$ cat src/rtl/mem_stage_access.sv
// mem_stage_access: MEM-stage data-memory access controller.
// Accepts a load/store control word plus the EX address and store data,
// issues a held request on the dmem interface, stalls the pipeline until
// the one-cycle response, then presents the sign/zero-extended load result
// for exactly one cycle (DONE). Misaligned accesses are dropped on the spot.
// Ports:
//   clk, rst                  clock, asynchronous active-low reset
//   req_valid_i, mem_read_i, mem_write_i, funct3_i, addr_i, store_data_i
//                             MEM control word and operands
//   dmem_address_o, dmem_read_o, dmem_write_o, dmem_wdata_o, dmem_mbe_o
//                             memory request (stable while BUSY)
//   dmem_rdata_i, dmem_resp_i memory read data and response pulse
//   stall_o, load_data_o, done_o, misalign_o
//                             pipeline control and WB result
module mem_stage_access #(
   parameter int unsigned XLEN  = 32,
   parameter int unsigned MBE_W = 4
) (
   input  logic               clk,
   input  logic               rst,
   input  logic               req_valid_i,
   input  logic               mem_read_i,
   input  logic               mem_write_i,
   input  logic [2:0]         funct3_i,
   input  logic [XLEN-1:0]    addr_i,
   input  logic [XLEN-1:0]    store_data_i,
   output logic [XLEN-1:0]    dmem_address_o,
   output logic               dmem_read_o,
   output logic               dmem_write_o,
   output logic [XLEN-1:0]    dmem_wdata_o,
   output logic [MBE_W-1:0]   dmem_mbe_o,
   input  logic [XLEN-1:0]    dmem_rdata_i,
   input  logic               dmem_resp_i,
   output logic               stall_o,
   output logic [XLEN-1:0]    load_data_o,
   output logic               done_o,
   output logic               misalign_o
);

   localparam int unsigned OFF_W = $clog2(MBE_W);

   typedef enum logic [1:0] {IDLE, BUSY, DONE} state_e;

   state_e             state_q;
   logic [XLEN-1:0]    addr_q;
   logic [XLEN-1:0]    wdata_q;
   logic [MBE_W-1:0]   mbe_q;
   logic               rd_q;
   logic               wr_q;
   logic [OFF_W-1:0]   off_q;
   logic [2:0]         funct3_q;
   logic [XLEN-1:0]    load_q;

   logic [OFF_W-1:0]   off;
   logic               aligned;
   logic               access;
   logic               new_req;
   logic               mis_req;
   logic [MBE_W-1:0]   mbe_d;
   logic [XLEN-1:0]    wdata_d;
   logic [XLEN-1:0]    lane;
   logic [XLEN-1:0]    load_d;
   logic               busy;
   logic               done_st;

   // Request decode: funct3[1] selects word (covers unknown codes), else funct3[0] half, else byte.
   always_comb begin
      off     = addr_i[OFF_W-1:0];
      aligned = 1'b1;
      mbe_d   = MBE_W'(1) << off;
      if (funct3_i[1]) begin
         aligned = (off == '0);
         mbe_d   = '1;
      end else if (funct3_i[0]) begin
         aligned = ~off[0];
         mbe_d   = MBE_W'(3) << off;
      end
      wdata_d = store_data_i << {off, 3'b000};
      access  = req_valid_i & (mem_read_i | mem_write_i);
      // Gated by rst so every output reads 0 while reset is held.
      new_req = rst & (state_q == IDLE) & access & aligned;
      mis_req = rst & (state_q == IDLE) & access & ~aligned;
   end

   // Load lane extraction from the live response data.
   always_comb begin
      lane   = dmem_rdata_i >> {off_q, 3'b000};
      load_d = lane;
      if (!funct3_q[1]) begin
         if (funct3_q[0]) begin
            load_d = {{(XLEN-16){lane[15] & ~funct3_q[2]}}, lane[15:0]};
         end else begin
            load_d = {{(XLEN-8){lane[7] & ~funct3_q[2]}}, lane[7:0]};
         end
      end
   end

   // FSM and request registers.
   always_ff @(posedge clk or negedge rst) begin
      if (!rst) begin
         state_q  <= IDLE;
         addr_q   <= '0;
         wdata_q  <= '0;
         mbe_q    <= '0;
         rd_q     <= 1'b0;
         wr_q     <= 1'b0;
         off_q    <= '0;
         funct3_q <= '0;
         load_q   <= '0;
      end else begin
         case (state_q)
            IDLE: begin
               if (new_req) begin
                  state_q  <= BUSY;
                  addr_q   <= {addr_i[XLEN-1:OFF_W], OFF_W'(0)};
                  wdata_q  <= wdata_d;
                  mbe_q    <= mbe_d;
                  // Read wins when both read and write are set.
                  rd_q     <= mem_read_i;
                  wr_q     <= ~mem_read_i;
                  off_q    <= off;
                  funct3_q <= funct3_i;
                  load_q   <= '0;
               end
            end
            BUSY: begin
               if (dmem_resp_i) begin
                  state_q <= DONE;
                  load_q  <= rd_q ? load_d : '0;
               end
            end
            DONE: begin
               state_q <= IDLE;
               rd_q    <= 1'b0;
               wr_q    <= 1'b0;
            end
            default: state_q <= IDLE;
         endcase
      end
   end

   // Output decode: request fields are visible only while BUSY.
   always_comb begin
      busy           = (state_q == BUSY);
      done_st        = (state_q == DONE);
      dmem_read_o    = busy & rd_q;
      dmem_write_o   = busy & wr_q;
      dmem_address_o = busy ? addr_q  : '0;
      dmem_wdata_o   = busy ? wdata_q : '0;
      dmem_mbe_o     = busy ? mbe_q   : '0;
      stall_o        = busy | new_req;
      done_o         = done_st | mis_req;
      misalign_o     = mis_req;
      load_data_o    = done_st ? load_q : '0;
   end

endmodule

$ cat config.mk
export PLATFORM = sky130hd
export DESIGN_NAME = mem_stage_access
export DESIGN_NICKNAME = d
export VERILOG_FILES = /design/src/rtl/mem_stage_access.sv
export SDC_FILE = /design/constraint.sdc
export NUM_CORES = 1
export LEC_CHECK = 0
export ABC_AREA = 1
export ABC_CLOCK_PERIOD_IN_PS = 1900
export CORE_MARGIN = 3
export CORE_UTILIZATION = 46
export DETAILED_ROUTE_END_ITERATION = 7
export PLACE_DENSITY = 0.81
export SETUP_SLACK_MARGIN = 0.5
export SLEW_MARGIN = 20
export SYNTH_ARGS = -nofsm -noshare
export SYNTH_HDL_FRONTEND = slang
export SYNTH_SLANG_ARGS = --single-unit
$ cat constraint.sdc
create_clock -name clk -period 1.9 [get_ports clk]
set_input_delay 0.57 -clock clk [delete_from_list [all_inputs] [get_ports clk]]
set_output_delay 0.57 -clock clk [all_outputs]
set_load 0.01 [all_outputs]
==> run metrics, run 1 <==
Critical Path Slowest Stage Cell o21ai_0; Total Wirelength 35400 µm; maximum vdd ir drop 0.540 mV; Final setup viols 201; vias in the first global route 7686; Seq/Total Area, Yosys 44.5%; clock buffer depth 2; Sw Share 41.5%; register bit total from synthesis 107; die extent in x 120 µm; part of the power in the clock network 21.3%; Die Footprint 0.0145 mm²; Clock Latency Late Sink 0.37 ns; Critical Path Start Type input pin; Placer Congestion 0.913; Die Y-Extent 120 µm; CTS sink count 107; Hold Path Class in -> async; Global Route Usage Sum 34.5%; largest net degree at the start of global routing 59; syn avg cell area 6.82 µm²; share of layout cells above drive strength 1 36.1%; Critical Path RT 2.07 ns; clk root buf clkbuf_16; crit-path cells dlygate4sd2_1 > buf_4 > inv_1 > buf_4 > nor2_1 > o21ai_0 > o21ai_0; Final min period 2.37 ns; # port buffers 207; total of max-cap violations 0; sequential power share 34.7%; HPWL Detailed 14200 µm; Synth cell types 27; CTS tree yes; CP Capture Type flip-flop; I/O pin cnt 210; Core Region 0.0127 mm²; crit-path leading delay family buffers and inverters; Worst Tran Pin Value 0.846 ns; failing checks design-rule violations, negative setup slack; Worst Skew 0.00946 ns; Setup TNS -42.02 ns; part of the cycle the worst path needs 124%; global-route wire length before repair 39500 µm; Syn Inst Count 882; final core occ 90.4%; Cell Int Power 5.16 mW; max frequency 423 MHz; starting density of the core 47.3%; antenna violations before repair 2; DRC Markers 37; Pins Over Slew Limit 0; Slew headroom 43.6%; Comb power frac 44.0%; Setup CP Type in -> reg; synthesis-to-finish area growth 91.2%; slowest stage delay, CP 0.56 ns; Buf+Inv Stages, Crit Path 4; # nets final 1293; clk slew on worst S/H paths 0.08 ns; post-place setup slack -0.855 ns; drt first pass iters 8; Final Hold Fails 0; hold_buf cts 0; remaining antenna violation count 0; RSZ-0062 raised after global routing true; YS warnings 0; via count 8654; Pwr Density 767 mW/mm²; outcome finished with violations; LEAKAGE 5.11 nW; DRT iter0 DRCs 1648; post-DR vias/cell 6.34; CP arrival 2.54 ns; final worst slack -0.465 ns; CTS Buf Count 9; WL/cell 25.9 µm; gr ovfl total 0; std cell rows 41; P_sw 3.66 mW; Crit Path Max Fanout 32; Post-Syn Area 0.00602 mm²; htree depth 3
==> flip-flops by register name, summed over array words and instances, names as in the netlist <==
name	count
addr_q	30
funct3_q	3
load_q	32
mbe_q	4
off_q	2
rd_q	1
state_q	2
wdata_q	32
wr_q	1
==> power by group through the flow <==
stage | logic [mW] | clock network, mW | registers (mW)
finish | 3.88 | 1.88 | 3.06
global route | 4.02 | 1.93 | 3.07
CTS | 3.11 | 1.82 | 2.93
detailed placement | 2.72 | 0 | 2.97
global placement | 2.67 | 0 | 2.94
floorplan | 1.79 | 0 | 2.91
==> path summary, 6_finish.rpt <==
kind	startpoint	end	slack [ns]	depth (start not counted)
min in group clk	load_q[17]	load_q[17]	0.49	2
hold reg to reg	load_q[17]	load_q[17]	0.49	2
hold / removal	rst	load_q[5]	0.42	2
setup / recovery	addr_i[1]	wdata_q[25]	-0.47	7
setup reg to reg	state_q[0]	wdata_q[25]	-0.44	13
max in group asynchronous	rst	addr_q[8]	0.25	3
==> routing by layer <==
layer,up-vias,part of all wire (%),GRT usage [%]
met3,330,14,8.42
met5,-,0.040,0
li1,3349,-,-
met4,2,10,21.3
met1,3953,31,38.3
met2,1020,45,59.3
==> timing repair <==
| action | 4_1_cts | 5_1_grt |
|---|---|---|
| resized for setup | 633 | 99 |
| setup buffers | 40 | 19 |
| endpoints found under the setup margin | 259 | 260 |
| pin swaps | 22 | 5 |
| endpoints found under the hold margin | 0 | 0 |
| gates cloned | 11 | 16 |
==> worst register-to-register path, delay by kind of cell (launching register included) <==
family	cells	cell delay, ns
AND/OR/NAND/NOR	4	0.22
flip-flops	1	0.44
buffers and inverters	7	0.90
AO/OA/AOI/OAI	2	0.57
==> area by class of cell <==
class                      instances  area [µm²]
inverter                         129         520
multi-input combinational        587        3580
fill                             466        1220
timing repair buffer             353        4210
sequential                       107        2680
tap                              172         215
antenna                            1        2.50
clock buffer                       9         225
timing repair inverter             1        16.3
clock inverter                     7        53.8
==> logic make-up (layout without fill, tap and decap cells) <==
kind of cell	after synthesis	after routing	synth area share, %
buffers and inverters	189	499	13.0
other	1	3	0.0623
muxes	2	2	0.333
DFF	107	107	44.5
and+or+nand+nor	410	410	27.1
AOI/OAI and AO/OA	173	173	15.0
==> layout by cell type, fill, tap and decap left out, drive strengths merged, types with 2 or more instances in the layout <==
cell	n
mux2i	2
dlygate4sd2	6
o31ai	8
a211oi	4
dfrtp	107
clkinvlp	3
buf	239
clkbuf	21
a31oi	2
clkinv	6
nand2	237
nor2	132
clkdlybuf4s50	96
nand4	10
conb	2
o211ai	2
inv	128
o21ai	126
nand3	31
a21oi	31
==> cells in the mapped netlist (all sizes together) <==
cell | instances | area (µm²)
nand2 | 237 | 902
nor2 | 132 | 508
inv | 128 | 480
o21ai | 126 | 631
dfrtp | 107 | 2680
buf | 35 | 203
a21oi | 31 | 155
nand3 | 31 | 160
clkbuf | 25 | 93.8
nand4 | 10 | 62.6
o31ai | 8 | 60.1
a211oi | 4 | 30.0
a31oi | 2 | 12.5
mux2i | 2 | 20.0
o211ai | 2 | 15.0
clkinv | 1 | 3.75
conb | 1 | 3.75
==> per-stage QoR <==
| stage | hold WS [ns] | instance area (µm²) | cells | total power, mW |
|---|---|---|---|---|
| 4_1_cts | 0.419 | 10700 | 1330 | 7.86 |
| 2_1_floorplan | 0.274 | 7090 | 883 | 4.69 |
| 3_3_place_gp | 0.463 | 9390 | 1263 | 5.61 |
| 3_5_place_dp | 0.467 | 9390 | 1263 | 5.68 |
| 5_1_grt | 0.472 | 11500 | 1366 | 9.02 |
| 6_report | 0.416 | 11500 | 1366 | 8.82 |
No activity file was read; power rests on OpenSTA's default activity.
==> run 2: changes to the inputs <==
--- a/config.mk
+++ b/config.mk
@@ -6,11 +6,12 @@
 export NUM_CORES = 1
 export LEC_CHECK = 0
 export ABC_AREA = 1
-export ABC_CLOCK_PERIOD_IN_PS = 1900
+export ABC_CLOCK_PERIOD_IN_PS = 2100
 export CORE_MARGIN = 3
-export CORE_UTILIZATION = 46
+export CORE_UTILIZATION = 35
 export DETAILED_ROUTE_END_ITERATION = 7
-export PLACE_DENSITY = 0.81
+export MAX_ROUTING_LAYER = met4
+export PLACE_DENSITY = 0.67
 export SETUP_SLACK_MARGIN = 0.5
 export SLEW_MARGIN = 20
 export SYNTH_ARGS = -nofsm -noshare
==> constraint.sdc (replaced) <==
create_clock -name clk -period 2.1 [get_ports clk]
set_input_delay 0.63 -clock clk [delete_from_list [all_inputs] [get_ports clk]]
set_output_delay 0.63 -clock clk [all_outputs]
set_load 0.01 [all_outputs]
==> run 2 against run 1 <==
Effect of this change: the run ends with negative setup slack left; critical path type is now reg -> out; highest routed layer is now met4; largest power group unchanged; utilization is 27 points lower; clock power shrank 11%; sequential cell count unchanged; count of clock-buffer cells in the layout did not move; design area decreased by 7.6%; total power shrank 20%.
==> run metrics, run 2 (synthesis gave the netlist of run 1 again) <==
Crit. Startpoint state_q[1] (was addr_i[1]); final worst slack -0.134 ns (was -0.465 ns); Critical Path RT 1.47 ns (was 2.07 ns); Final setup viols 95 (was 201); Setup crit end dmem_wdata_o[8] (was wdata_q[25]); Cell Int Power 4.45 mW (was 5.16 mW); DRT iter0 DRCs 403 (was 1648); gr ovfl total 0 (unchanged); Cells after DPL 1307 (was 1263); Worst Skew 0.00646 ns (was 0.00946 ns); via count 6790 (was 8654); CTS tree yes (unchanged); global-route wire length before repair 33900 µm (was 39500 µm); sequential power share 37.6% (was 34.7%); Slew headroom 59.2% (was 43.6%); highest-count cells in the layout ignoring fill and taps nand2_1 (209), inv_1 (122), o21ai_0 (106), dfrtp_1 (106), clkdlybuf4s50_1 (96) (was nand2_1 (221), buf_6 (139), inv_1 (122), nor2_4 (106), dfrtp_1 (106)); final cell count without fillers 1365 (was 1366); P_sw 2.62 mW (was 3.66 mW); Hold WS 0.383 ns (was 0.416 ns); Hold Path Class in -> async (unchanged); Global Route Usage Sum 23.7% (was 34.5%); Setup CP Type reg -> out (was in -> reg); WP depth 7 (unchanged); CP arrival 1.60 ns (was 2.54 ns); Sw Share 37.1% (was 41.5%); std cell rows 47 (was 41); Pins Over Slew Limit 0 (unchanged); LEAKAGE 4.77 nW (was 5.11 nW); I/O pin cnt 210 (unchanged); # port buffers 207 (unchanged); Critical Path Slowest Stage Cell dfrtp_1 (was o21ai_0); Placer Congestion 0.937 (was 0.913); Die Footprint 0.0188 mm² (was 0.0145 mm²); outcome finished with violations (unchanged); starting density of the core 36.0% (was 47.3%); Critical Path Start Type flip-flop (was input pin); WL/cell 16.6 µm (was 25.9 µm); Die Y-Extent 137 µm (was 120 µm); FF-to-FF setup slack 0.22 ns (was -0.44 ns); part of the cycle the worst path needs 106%; # nets final 1245 (was 1293); Final min period 2.23 ns; placed inst area 0.00887 mm² (was 0.00939 mm²); Core Region 0.0167 mm² (was 0.0127 mm²); Final Cell Area 0.0106 mm² (was 0.0115 mm²); hold_buf cts 0 (unchanged); largest net degree at the start of global routing 61 (was 59); part of the power in the clock network 23.8% (was 21.3%); FF-to-FF Start state_q[1] (was state_q[0]); antenna violations before repair 0 (was 2); share of layout cells above drive strength 1 33.7% (was 36.1%); clk root buf clkbuf_16 (unchanged); DRC Markers 0 (was 37); worst r2r dst load_q[5] (was wdata_q[25]); Final Hold Fails 0 (unchanged); remaining antenna violation count 0 (unchanged); clk slew on worst S/H paths 0.08 ns (about the same); RSZ-0062 raised after global routing true (unchanged); total of max-cap violations 0 (unchanged); Buf+Inv Stages, Crit Path 5 (was 4); post-DR vias/cell 4.97 (was 6.34); synthesis-to-finish area growth 76.6% (was 91.2%); drt first pass iters 5 (was 8); htree depth 3 (unchanged); max frequency 448 MHz; CTS Buf Count 9 (unchanged); Clock Latency Late Sink 0.35 ns (was 0.37 ns); Setup TNS -6.42 ns (was -42.02 ns); Ant. Diodes 0 (was 1); worst reg2reg path depth 12 (was 13); die extent in x 137 µm (was 120 µm); failing checks negative setup slack (was design-rule violations, negative setup slack); Crit Path Max Fanout 6 (was 32); most common cell after layout, fill and taps aside nand2_1 (unchanged); CTS sink count 107 (unchanged); CP Capture Type output port (was flip-flop); Total Wirelength 22700 µm (was 35400 µm); maximum vdd ir drop 0.446 mV (was 0.540 mV); HPWL Detailed 14200 µm (about the same); Pwr Density 665 mW/mm² (was 767 mW/mm²); clock buffer depth 2 (unchanged); Worst Tran Pin Value 0.612 ns (was 0.846 ns); crit-path leading delay family buffers and inverters (unchanged); vias in the first global route 6486 (was 7686); crit-path cells inv_4 > buf_12 > nand2_8 > buf_16 > buf_8 > nor2_1 > buf_2 (was dlygate4sd2_1 > buf_4 > inv_1 > buf_4 > nor2_1 > o21ai_0 > o21ai_0); Comb power frac 38.7% (was 44.0%); top flop regs load_q: 32 flops, wdata_q: 32 flops, addr_q: 30 flops (unchanged); slowest stage delay, CP 0.43 ns (was 0.56 ns)
run 2: cell types whose count changed in the layout (fill, tap and decap cells not counted), sizes merged:
cell,delta
clkdlybuf4s15,+1
buf,-45
bufbuf,+1
inv,+4
nand2,+1
clkinv,-5
clkbuf,-4
dlygate4sd2,-1
diode,-1
run 2: routing by layer:
layer | up-vias | wire length (µm) | GRT usage, %
li1 | 3254 | - | -
met1 | 3230 | 9430 | 31.7
met2 | 281 | 10900 | 36.8
met3 | 25 | 2090 | 5.44
met4 | 0 | 297 | 5.71
met5 | - | 0 | -
run 2: how the worst min path moves through the flow:
stage / from / endpoint / slack (ns) / depth (start not counted)
final: rst / load_q[3] / 0.38 / 2
after detailed placement: load_q[16] / load_q[16] / 0.47 / 2
after floorplan: rst / addr_q[10] / 0.33 / 0
after CTS: load_q[30] / load_q[30] / 0.48 / 2
after global routing: rst / state_q[1] / 0.42 / 2
after global placement: load_q[10] / load_q[10] / 0.47 / 2
run 2: area by class of cell:
cell class / count / area [µm²]
multi-input combinational: 588 / 3470
inverter: 129 / 513
clock inverter: 7 / 57.6
sequential: 107 / 2680
clock buffer: 9 / 225
fill: 1459 / 6070
tap: 220 / 275
timing repair buffer: 305 / 3410
run 2: power groups by stage:
stage | registers, mW | clock network [mW] | logic, mW
floorplan | 2.63 | 0 | 1.34
CTS | 2.65 | 1.72 | 2.45
global placement | 2.66 | 0 | 2.14
detailed placement | 2.68 | 0 | 2.17
finish | 2.66 | 1.68 | 2.73
global route | 2.70 | 1.81 | 2.99
run 2: timing repair:
item,in CTS,in global routing
cloned,13,8
setup buffers,16,5
pin swaps,27,32
endpoints found under the setup margin,257,256
resized for setup,590,169
run 2: per-stage QoR:
| step | util [%] | total power, mW | setup WS [ns] |
|---|---|---|---|
| finish | 63.6 | 7.07 | -0.134 |
| global route | 63.6 | 7.50 | -0.193 |
| CTS | 58.2 | 6.81 | -0.120 |
| detailed placement | 53.1 | 4.85 | -0.903 |
| global placement | 53.1 | 4.80 | -0.861 |
| floorplan | - | 3.97 | 0.188 |
==> run 3: changes to the inputs <==
--- a/config.mk
+++ b/config.mk
@@ -8,10 +8,10 @@
 export ABC_AREA = 1
 export ABC_CLOCK_PERIOD_IN_PS = 2100
 export CORE_MARGIN = 3
-export CORE_UTILIZATION = 35
+export CORE_UTILIZATION = 42
 export DETAILED_ROUTE_END_ITERATION = 7
 export MAX_ROUTING_LAYER = met4
-export PLACE_DENSITY = 0.67
+export PLACE_DENSITY = 0.78
 export SETUP_SLACK_MARGIN = 0.5
 export SLEW_MARGIN = 20
 export SYNTH_ARGS = -nofsm -noshare
==> run 3 against run 2 <==
Effect of this change: the flow still finishes with violations (negative setup slack); count of clock-buffer cells in the layout increased by 1; non-clock buffer count increased by 36; combinational power increased by 22%; clock skew about the same; cell count decreased by 0.15%; largest power group unchanged.
==> run metrics, run 3 (synthesis gave the netlist of run 1 again) <==
Final setup viols 101 (was 95); part of the cycle the worst path needs 113% (was 106%); final cell count without fillers 1363 (was 1365); max frequency 422 MHz (was 448 MHz); Pins Over Slew Limit 0 (unchanged); CTS sink count 107 (unchanged); FF-to-FF setup slack 0.16 ns (was 0.22 ns); die extent in x 126 µm (was 137 µm); Placer Congestion 0.928 (was 0.937); placed inst area 0.00874 mm² (was 0.00887 mm²); std cell rows 43 (was 47); Pwr Density 671 mW/mm² (was 665 mW/mm²); CTS tree yes (unchanged); Critical Path Start Type flip-flop (unchanged); Hold Path Class in -> async (unchanged); Core Region 0.0139 mm² (was 0.0167 mm²); antenna violations before repair 1 (was 0); Die Footprint 0.0158 mm² (was 0.0188 mm²); # port buffers 207 (unchanged); synthesis-to-finish area growth 91.4% (was 76.6%); remaining antenna violation count 0 (unchanged); Final Hold Fails 0 (unchanged); HPWL Detailed 13600 µm (was 14200 µm); total of max-cap violations 0 (unchanged); final worst slack -0.270 ns (was -0.134 ns); outcome finished with violations (unchanged); Total Wirelength 29800 µm (was 22700 µm); Setup TNS -14.33 ns (was -6.42 ns); clock buffer depth 2 (unchanged); Final min period 2.37 ns (was 2.23 ns); worst reg2reg path depth 11 (was 12); Critical Path RT 1.47 ns (about the same); Setup CP Type reg -> out (unchanged); failing checks negative setup slack (unchanged); Critical Path Slowest Stage Cell dfrtp_1 (unchanged); Slew headroom 52.1% (was 59.2%); worst r2r dst load_q[6] (was load_q[5]); via count 7777 (was 6790); DRT iter0 DRCs 868 (was 403); post-place setup slack -0.740 ns (was -0.903 ns); post-DR vias/cell 5.71 (was 4.97); Clock Latency Late Sink 0.37 ns (was 0.35 ns); Die Y-Extent 126 µm (was 137 µm); FF-to-FF Start state_q[0] (was state_q[1]); drt first pass iters 6 (was 5); top flop regs load_q: 32 flops, wdata_q: 32 flops, addr_q: 30 flops (unchanged); WL/cell 21.9 µm (was 16.6 µm); RSZ-0062 raised after global routing true (unchanged); crit-path cells inv_4 > buf_12 > nand2_8 > buf_12 > buf_12 > buf_16 > nor2_4 > buf_6 (was inv_4 > buf_12 > nand2_8 > buf_16 > buf_8 > nor2_1 > buf_2); CTS Buf Count 9 (unchanged); most common cell after layout, fill and taps aside nand2_1 (unchanged); clk slew on worst S/H paths 0.08 ns (about the same); highest-count cells in the layout ignoring fill and taps nand2_1 (180), inv_1 (119), dfrtp_1 (107), clkdlybuf4s50_1 (96), buf_6 (95) (was nand2_1 (209), inv_1 (122), o21ai_0 (106), dfrtp_1 (106), clkdlybuf4s50_1 (96)); Worst Tran Pin Value 0.718 ns (was 0.612 ns); gr ovfl total 0 (unchanged); share of layout cells above drive strength 1 41.6% (was 33.7%); starting density of the core 43.2% (was 36.0%); global-route wire length before repair 35300 µm (was 33900 µm); Hold WS 0.315 ns (was 0.383 ns); most used cell, CP buf_12; CP arrival 1.74 ns (was 1.60 ns); slowest stage delay, CP 0.41 ns (was 0.43 ns); I/O pin cnt 210 (unchanged); largest net degree at the start of global routing 75 (was 61); CP Capture Type output port (unchanged); DRC Markers 0 (unchanged); # nets final 1282 (was 1245); Cells after DPL 1261 (was 1307); htree depth 3 (unchanged); Design Power 7.73 mW (was 7.07 mW); Global Route Usage Sum 28.7% (was 23.7%); LEAKAGE 5.27 nW (was 4.77 nW); clk root buf clkbuf_16 (unchanged); Crit Path Max Fanout 5 (was 6); Final Cell Area 0.0115 mm² (was 0.0106 mm²); Worst Skew 0.00661 ns (was 0.00646 ns); final core occ 82.7% (was 63.6%); vias in the first global route 6970 (was 6486); maximum vdd ir drop 0.499 mV (was 0.446 mV); hold_buf cts 0 (unchanged)
[run 3: cell type report]
cell class / count / area [µm²]
timing repair inverter: 1 / 16.3
multi-input combinational: 588 / 3810
antenna: 1 / 2.50
clock inverter: 6 / 50.0
inverter: 129 / 524
tap: 180 / 225
timing repair buffer: 341 / 3980
sequential: 107 / 2680
clock buffer: 10 / 229
fill: 707 / 2420
[run 3: power by group]
part           switching, mW  internal, mW  total, mW  leakage [nW]
clock                  0.878         0.822       1.70         0.135
combinational           1.96          1.37       3.33          3.75
sequential             0.213          2.49       2.70          1.38
[run 3: worst max path at each step]
stage / depth (start not counted) / startpoint / slack (ns) / to
finish: 8 / state_q[1] / -0.27 / dmem_address_o[30]
detailed placement: 7 / addr_i[0] / -0.74 / stall_o
CTS: 8 / state_q[1] / -0.22 / dmem_address_o[23]
floorplan: 7 / addr_i[0] / 0.19 / stall_o
global placement: 7 / addr_i[0] / -0.72 / stall_o
global route: 8 / state_q[1] / -0.32 / load_data_o[1]
[run 3: what timing repair did]
item | CTS | global route
endpoints found under the hold margin | 0 | 0
setup endpoints to repair | 283 | 283
resized for setup | 573 | 351
pin swaps | 6 | 11
cloned | 16 | 19
buffers inserted | 28 | 22
[run 3: layer usage]
layer,GRT usage [%],vias up,wire length (µm)
met5,-,-,0
met4,11.9,0,1730
met3,6.06,138,2890
met2,47.0,592,14600
met1,34.7,3716,10700
li1,-,3331,-
[run 3: worst max-delay path, delay by kind of cell, from the launching register on]
kind / cells / cell delay [ns]
buffers and inverters: 6 / 0.75
and+or+nand+nor: 2 / 0.18
DFF: 1 / 0.41
